==> src/rtl/binary_to_bcd_seq.sv <==
// Sequential binary-to-BCD converter (double-dabble, one bit per clock).
// Optional two's-complement input: the magnitude is converted and the sign
// is reported separately. Digits beyond NUM_DIGITS are dropped; a sticky
// flag records that the magnitude did not fit.
//
// state | meaning
// ------+-------------------------------------------------------------
// IDLE  | waiting for in_valid; in_ready=1
// SHIFT | double-dabble in progress, BIN_WIDTH cycles; busy=1
// DONE  | result held on bcd_out/sign_out/overflow until out_ready

module binary_to_bcd_seq #(
    parameter int BIN_WIDTH   = 32,
    parameter int NUM_DIGITS  = 10,
    parameter int SIGNED_MODE = 0
) (
    input  logic                    clk,
    input  logic                    rst,
    input  logic                    in_valid,
    output logic                    in_ready,
    input  logic [BIN_WIDTH-1:0]    bin_in,
    output logic                    out_valid,
    input  logic                    out_ready,
    output logic [NUM_DIGITS*4-1:0] bcd_out,
    output logic                    sign_out,
    output logic                    overflow,
    output logic                    busy
);

    localparam int BCD_W = NUM_DIGITS * 4;
    localparam int CNT_W = $clog2(BIN_WIDTH + 1);

    typedef enum logic [1:0] {
        IDLE,
        SHIFT,
        DONE
    } state_t;

    state_t               state;
    state_t               state_nxt;

    logic [BIN_WIDTH-1:0] work_bin;
    logic [BCD_W-1:0]     work_bcd;
    logic                 work_sign;
    logic                 work_ovf;
    logic [CNT_W-1:0]     bit_cnt;

    logic                 accept;
    logic                 last_shift;
    logic                 in_neg;
    logic [BIN_WIDTH-1:0] operand;
    logic [BCD_W-1:0]     adj_bcd;
    logic [BCD_W-1:0]     shift_bcd;
    logic                 shift_carry;

    assign accept     = (state == IDLE) && in_valid;
    assign last_shift = (state == SHIFT) && (bit_cnt == CNT_W'(1));
    assign in_neg     = (SIGNED_MODE != 0) && bin_in[BIN_WIDTH-1];

    // Magnitude of the incoming operand; the most negative value maps to
    // 2^(BIN_WIDTH-1), which is still exact as an unsigned BIN_WIDTH word.
    always_comb begin
        operand = bin_in;
        if (in_neg) begin
            operand = ~bin_in + {{(BIN_WIDTH-1){1'b0}}, 1'b1};
        end
    end

    // One double-dabble step: +3 on digits >= 5, then shift in the next
    // operand bit. The bit leaving the top digit is the overflow carry.
    always_comb begin
        adj_bcd = work_bcd;
        for (int i = 0; i < NUM_DIGITS; i++) begin
            if (work_bcd[i*4 +: 4] >= 4'd5) begin
                adj_bcd[i*4 +: 4] = work_bcd[i*4 +: 4] + 4'd3;
            end
        end
        {shift_carry, shift_bcd} = {adj_bcd, work_bin[BIN_WIDTH-1]};
    end

    // State register.
    always_ff @(posedge clk or negedge rst) begin
        if (!rst) begin
            state <= IDLE;
        end else begin
            state <= state_nxt;
        end
    end

    // Next-state and handshake decode.
    always_comb begin
        state_nxt = state;
        in_ready  = 1'b0;
        busy      = 1'b0;
        out_valid = 1'b0;
        case (state)
            IDLE: begin
                in_ready = 1'b1;
                if (in_valid) begin
                    state_nxt = SHIFT;
                end
            end
            SHIFT: begin
                busy = 1'b1;
                if (last_shift) begin
                    state_nxt = DONE;
                end
            end
            DONE: begin
                out_valid = 1'b1;
                if (out_ready) begin
                    state_nxt = IDLE;
                end
            end
            default: begin
                state_nxt = IDLE;
            end
        endcase
    end

    // Working registers: load on accept, step once per SHIFT cycle.
    always_ff @(posedge clk or negedge rst) begin
        if (!rst) begin
            work_bin  <= '0;
            work_bcd  <= '0;
            work_sign <= 1'b0;
            work_ovf  <= 1'b0;
            bit_cnt   <= '0;
        end else if (accept) begin
            work_bin  <= operand;
            work_bcd  <= '0;
            work_sign <= in_neg;
            work_ovf  <= 1'b0;
            bit_cnt   <= CNT_W'(BIN_WIDTH);
        end else if (state == SHIFT) begin
            work_bin  <= {work_bin[BIN_WIDTH-2:0], 1'b0};
            work_bcd  <= shift_bcd;
            work_ovf  <= work_ovf | shift_carry;
            bit_cnt   <= bit_cnt - CNT_W'(1);
        end
    end

    // Result registers capture the final step and hold until the next one.
    always_ff @(posedge clk or negedge rst) begin
        if (!rst) begin
            bcd_out  <= '0;
            sign_out <= 1'b0;
            overflow <= 1'b0;
        end else if (last_shift) begin
            bcd_out  <= shift_bcd;
            sign_out <= work_sign;
            overflow <= work_ovf | shift_carry;
        end
    end

endmodule

==> config.mk <==
export PLATFORM = sky130hd
export DESIGN_NAME = binary_to_bcd_seq
export DESIGN_NICKNAME = d
export VERILOG_FILES = /design/src/rtl/binary_to_bcd_seq.sv
export SDC_FILE = /design/constraint.sdc
export NUM_CORES = 1
export LEC_CHECK = 0
export CORE_MARGIN = 3
export CORE_UTILIZATION = 40
export CTS_CLUSTER_SIZE = 28
export DETAILED_ROUTE_END_ITERATION = 8
export PLACE_DENSITY = 0.68
export SLEW_MARGIN = 20
export SYNTH_ARGS = -nofsm -noshare
export SYNTH_HDL_FRONTEND = slang
export SYNTH_SLANG_ARGS = --single-unit
==> constraint.sdc <==
create_clock -name clk -period 1.8 [get_ports clk]
set_input_delay 0.36 -clock clk [delete_from_list [all_inputs] [get_ports clk]]
set_output_delay 0.36 -clock clk [all_outputs]
set_load 0.05 [all_outputs]
==> results of run 1 <==
## sequential cells by signal (all words and copies together), names as in the netlist
name / flops
overflow: 1
work_bin: 32
bit_cnt: 6
work_ovf: 1
work_bcd: 40
state: 2
bcd_out: 40
## cells by family (layout without fill, tap and decap cells)
logic type	count (synthesis)	after routing	synth area share, %
xor gates and xnor gates	10	10	1.51
DFF	122	122	52.8
and+or+nand+nor	174	174	14.4
muxes	32	32	7.29
other	1	1	0.0649
AOI/OAI and AO/OA	142	142	15.1
buffers and inverters	51	151	4.02
adders and majority gates	22	22	4.76
## per-layer routing
| metal | GRT usage, % | up-vias |
|---|---|---|
| met1 | 20.8 | 2139 |
| met3 | 6.15 | 11 |
| li1 | - | 2117 |
| met5 | 0 | - |
| met4 | 5.36 | 0 |
| met2 | 26.3 | 107 |
## cell usage after synthesis (2+ instances only)
library cell,number,area share (%)
mux2i_1,11,1.9
nor2_1,5,0.32
buf_6,2,0.39
buf_2,13,1.1
nand2b_1,12,1.3
clkbuf_1,9,0.58
a22o_1,20,3.0
dfrtp_1,122,53
o21ai_0,53,4.6
ha_1,22,4.8
inv_1,23,1.5
nand3_1,12,1.0
nand2_1,108,7.0
xnor2_1,10,1.5
mux2_4,20,5.2
a21oi_1,33,2.9
buf_4,2,0.26
nor3b_1,20,2.6
nor3_1,11,0.95
o21ai_1,2,0.17
a22oi_1,31,4.0
## critical path, cell delays in order, from the launching register on
cell and delay [ns]:
dfrtp_1 0.38, nand2b_4 0.16, inv_4 0.09, buf_12 0.17, buf_12 0.14
## per-stage QoR
step                      instances  cell area (µm²)  worst slack, ns  hold WS, ns  utilization [%]
after global placement          799             6820           0.0997        0.349             48.7
after detailed placement        799             6820           0.0528        0.353             48.7
after CTS                       834             7470           0.0389        0.453             53.4
final                           834             7480           0.0769        0.451             53.4
after floorplan                 554             5780           0.0318       0.0644                -
after global routing            834             7480          0.00968        0.467             53.4
## cell usage in the layout, fill, tap and decap left out, types with 2 or more instances in the layout
cell type        count
inv_1               23
nor2_1               5
dfrtp_1            121
nand3_1             12
xnor2_1             10
nor3b_1             20
mux2_4              20
buf_4               45
o21ai_0             53
mux2i_1             11
a22o_1              20
clkdlybuf4s50_1     34
clkbuf_16           17
o21ai_1              2
a21oi_1             32
a22oi_1             31
nand2b_1            11
nor3_1              11
ha_1                22
buf_12              14
nand2_1            108
clkinv_2             6
clkbuf_8             8
## what timing repair did
action                     4_1_cts  5_1_grt
gates resized for setup          1        2
buffers inserted                 1        0
hold endpoints to repair        30        0
setup endpoints to repair        1        2
hold buffers                     1        0
cloned                           1        0
## layout make-up
type,count,area [µm²]
fill,1273,6510
sequential,122,3050
multi-input combinational,381,2510
timing repair buffer,95,1000
clock buffer,25,536
tap,180,225
inverter,24,92.6
clock inverter,7,60.1
## power by group through the flow
stage / clock network (mW) / registers, mW / logic [mW]
2_1_floorplan: 0 / 6.35 / 4.27
3_3_place_gp: 0 / 5.03 / 7.63
3_5_place_dp: 0 / 5.12 / 7.89
4_1_cts: 3.43 / 5.09 / 8.05
5_1_grt: 3.56 / 5.29 / 8.72
6_report: 3.35 / 5.10 / 7.96
## worst paths after layout
| check | startpoint | end | slack (ns) | cells past startpoint |
|---|---|---|---|---|
| setup / recovery | state[1] | busy | 0.08 | 4 |
| hold / removal | rst | bcd_out[33] | 0.45 | 2 |
| setup reg to reg | work_bcd[25] | bcd_out[26] | 0.12 | 6 |
| hold reg to reg | work_bin[30] | work_bin[30] | 0.48 | 2 |
| max in group asynchronous | rst | work_bcd[11] | 0.80 | 3 |
| min in group clk | work_bin[30] | work_bin[30] | 0.48 | 2 |
==> run_results.csv, run 1 <==
group,metric,value,unit
run_status,status,"finished clean",
cts,clockRootBuffer,"clkbuf_16",
floorplan,die_area,15900,µm²
placement,gp_congestion,0.767,
sta,final.period_utilization,95.7,%
drt,drt_iter0_drc,279,
cts,insertion_delay,0.42,ns
drt,wl,12.7,mm
drt,post_drt_wl_per_cell,15.2,µm
pwr,total_power,16.4,mW
sta,slew_violations,0,
cts,path_clk_slew,0.05,ns
cts,clock_path_buffers,2,
finish,final_layout_size_suffix_gt1_share,18.3,%
placement,dp_hpwl,8.41,mm
drt,vias_per_cell,5.24,
pwr,combPwrFrac,48.5,%
sta,clock_skew,0.00717,ns
pwr,p_sw_share,42.1,%
global_route,antenna_found_initial,0,
pwr,p_int,9.50,mW
drt,top_layer,"met4",
global_route,grt-ovfl-total,0,
synthesis,ys_types,34,
finish,area_growth,29.3,%
sta,rsz0062_at_grt,"false",
sta,fin_setup_tns,0,ns
floorplan,die_h,126,µm
floorplan,io_pins,81,
worst_setup_path,criticalPathCategory,"reg -> out",
drt,route.met3.wl,750,µm
pwr,p_per_area,2190,nW/µm²
pwr,pwr-share-clk,20.4,%
worst_setup_path,required,1.44,ns
cts,cts_tree,"built",
cts,clock-sinks,122,
worst_setup_path,critPathMaxFanout,13,
synthesis,synth_edf_count,0,
synthesis,syn_avg_cell_area,10.4,µm²
synthesis,synth_warnings,0,
floorplan,coreArea,14000,µm²
finish,diodes,0,
global_route,grt_pass1_wl,21.2,mm
drt,remaining_drc_errors,0,
synthesis,async_flop_share,100,%
sta,min_period,1.72,ns
synthesis,synthesis.area,5780,µm²
drt,route.vias.total,4374,
pwr,power_switching,6.91,mW
drt,drtAntennaViolNets,0,
global_route,first_global_vias,4255,
worst_setup_path,startpoint_type,"register",
placement,io_buffer_count,79,
sta,fmax,0.580,GHz
synthesis,dominantRegCellSynth,"dfrtp_1",
run,cap_violations,0,
worst_setup_path,endpoint_kind,"output pin",
pwr,power_frac_seq,31.1,%
sta,hold_viol,0,
pwr,leakage,3.60,nW
floorplan,core.rowCount,43,
floorplan,die_x,126,µm
drt,wl_met2,6.15,mm
finish,nets,699,
sta,setup_violations,0,
synthesis,syn-num-nets,612,
synthesis,yosysSeqAreaShare,52.8,%
global_route,grt_use_total,16.5,%
cts,cts_buffers,17,
drt,m1WireLength,5.67,mm
pwr,max-vdd-ir-drop,0.000797,V
global_route,grt_max_degree,44,
drt,dr.pass1.iters,4,
hold_path,hp-class,"in -> async",
synthesis,netlist_instances,554,
floorplan,initial_core_util,41.3,%
synthesis,ys_seq_elements,122,
worst_setup_path,cp.arrival,1.36,ns
cts,htreeDepth,4,
No activity file was read; power rests on OpenSTA's default activity.
==> inputs of run 2 (changes only) <==
==> constraint.sdc (replaced) <==
create_clock -name clk -period 1.8 [get_ports clk]
set_input_delay 0.36 -clock clk [delete_from_list [all_inputs] [get_ports clk]]
set_output_delay 0.36 -clock clk [all_outputs]
set_load 0.005 [all_outputs]
==> run_results.csv, run 2 (synthesis results as in run 1) <==
group,metric,value,unit
worst_setup_path,slowest_delay,0.43,ns
pwr,max-vdd-ir-drop,0.000789,V
drt,vias_per_cell,5.27,
drt,dr.pass1.iters,5,
worst_setup_path,timing.rr.start,"work_bcd[28]",
sta,min_period,1.71,ns
hold_path,hp-class,"in -> async",
sta,slew_violations,0,
cts,cts_tree,"built",
drt,route.vias.total,4397,
finish,nets,700,
drt,route.met3.wl,851,µm
cts,path_clk_slew,0.06,ns
pwr,combPwrFrac,40.7,%
pwr,p_per_area,2040,nW/µm²
pwr,leakage,3.53,nW
pwr,pwr-share-clk,26.5,%
drt,wl_met2,5.94,mm
finish,final_cell_mix,"dfrtp_1 (121), nand2_1 (108), clkdlybuf4s50_1 (75), o21ai_0 (53), a21oi_1 (32)",
drt,remaining_drc_errors,0,
worst_setup_path,reg2reg_slack,0.13,ns
finish,layout_commonest_cell,"dfrtp_1",
worst_setup_path,criticalPathCategory,"reg -> out",
worst_setup_path,path_cells,"buf_4 -> nor2_2 -> dlygate4sd2_1",
floorplan,coreArea,14000,µm²
global_route,grt-ovfl-total,0,
floorplan,die_area,15900,µm²
drt,m1WireLength,5.53,mm
finish,fillCellCount,1214,
finish,biggestRegsByFlops,"bcd_out x40, work_bcd x40, work_bin x32",
global_route,antenna_found_initial,0,
drt,drtAntennaViolNets,0,
finish,diodes,0,
sta,rsz0062_at_grt,"false",
global_route,grt_pass1_wl,22.0,mm
placement,dp_hpwl,8.42,mm
pwr,p_int,10.2,mW
sta,clock_skew,0.0108,ns
run,cap_violations,0,
pwr,power_frac_seq,32.8,%
worst_setup_path,required,1.44,ns
worst_setup_path,rr_endpoint,"bcd_out[30]",
placement,gp_congestion,0.768,
drt,post_drt_wl_per_cell,14.9,µm
run_status,status,"finished clean",
finish,final_layout_size_suffix_gt1_share,11.9,%
sta,fmax,0.586,GHz
worst_setup_path,critical_path.top_delay_family,"flip-flops",
worst_setup_path,endpoint_kind,"output pin",
floorplan,die_x,126,µm
cts,cts_buffers,17,
sta,fin_setup_tns,0,ns
sta,fin_ws,0.0945,ns
global_route,first_global_vias,4677,
worst_setup_path,r2r_cells,6,
drt,wl,12.4,mm
global_route,grt_use_total,17.1,%
floorplan,die_h,126,µm
global_route,grt_max_degree,56,
worst_setup_path,path_buf_inv,2,
cts,clock-sinks,122,
placement,io_buffer_count,79,
worst_setup_path,cp.arrival,1.35,ns
worst_setup_path,startpoint_type,"register",
worst_setup_path,crit_slowest_cell,"dfrtp_2",
floorplan,io_pins,81,
drt,top_layer,"met4",
cts,clockRootBuffer,"clkbuf_16",
sta,hold_viol,0,
cts,htreeDepth,4,
sta,final.period_utilization,94.7,%
worst_setup_path,critPathMaxFanout,3,
cts,clock_path_buffers,2,
sta,setup_violations,0,
floorplan,initial_core_util,41.3,%
placement,pre_cts_ws,0.0151,ns
drt,drt_iter0_drc,220,
pwr,power_switching,5.34,mW
cts,insertion_delay,0.42,ns
floorplan,core.rowCount,43,
finish,area_growth,31.5,%
pwr,p_sw_share,34.4,%
[run 2: changes by cell type in the layout (fill, tap and decap cells not counted), moves of 3 or more]
cell             delta
bufinv_16           +6
buf_4              -35
clkdlybuf4s50_1    +41
buf_12              -7
clkbuf_8            -4
dlygate4sd2_1       +3
clkinv_2            -4
[run 2: worst reg2reg max path, cell delays in order, from the launching register on]
cell and delay (ns):
dfrtp_1 0.43, inv_1 0.08, ha_1 0.24, nand2b_1 0.10
a21oi_1 0.27, mux2i_1 0.16, mux2_4 0.28
[run 2: layout make-up]
class | instances | area, µm² | share of cell area (%)
sequential | 122 | 3050 | 40.2
tap | 180 | 225 | 2.96
clock buffer | 21 | 480 | 6.32
multi-input combinational | 381 | 2510 | 33.0
timing repair buffer | 96 | 1000 | 13.2
clock inverter | 11 | 236 | 3.11
inverter | 24 | 92.6 | 1.22
[run 2: timing repair]
action	4_1_cts	5_1_grt
hold endpoints to repair	28	0
pin swaps	0	0
hold buffers	1	0
setup buffers	3	0
resized for setup	5	2
endpoints found under the setup margin	3	3
[run 2: per-stage QoR]
step	hold slack [ns]	instances	util [%]	cell area [µm²]	power [mW]
3_3_place_gp	0.343	799	48.9	6840	11.1
5_1_grt	0.468	835	54.3	7600	16.8
4_1_cts	0.443	835	54.3	7590	15.7
3_5_place_dp	0.343	799	48.9	6840	11.4
2_1_floorplan	0.0644	554	-	5780	9.08
6_report	0.435	835	54.3	7600	15.5
[run 2: per-layer routing]
layer | global-route usage [%] | vias up
li1 | - | 2117
met1 | 20.9 | 2162
met2 | 27.7 | 104
met3 | 7.17 | 14
met4 | 5.11 | 0
met5 | 0 | -
[run 2: how the worst max path moves through the flow]
stage | from | endpoint | slack [ns] | cells past startpoint
after floorplan | state[1] | bcd_out[10] | 0.28 | 6
after global placement | in_valid | bit_cnt[5] | 0.04 | 5
after detailed placement | in_valid | work_bin[14] | 0.02 | 5
after CTS | state[0] | in_ready | 0.06 | 3
after global routing | work_bcd[24] | bcd_out[26] | 0.002 | 6
final | state[0] | in_ready | 0.09 | 3
[run 2: power by group through the flow]
stage          clock network (mW)  logic (mW)  registers, mW
5_1_grt                      4.33        7.20           5.29
3_5_place_dp                    0        6.32           5.10
4_1_cts                      4.17        6.43           5.08
2_1_floorplan                   0        4.18           4.90
3_3_place_gp                    0        6.07           5.02
6_report                     4.10        6.31           5.09
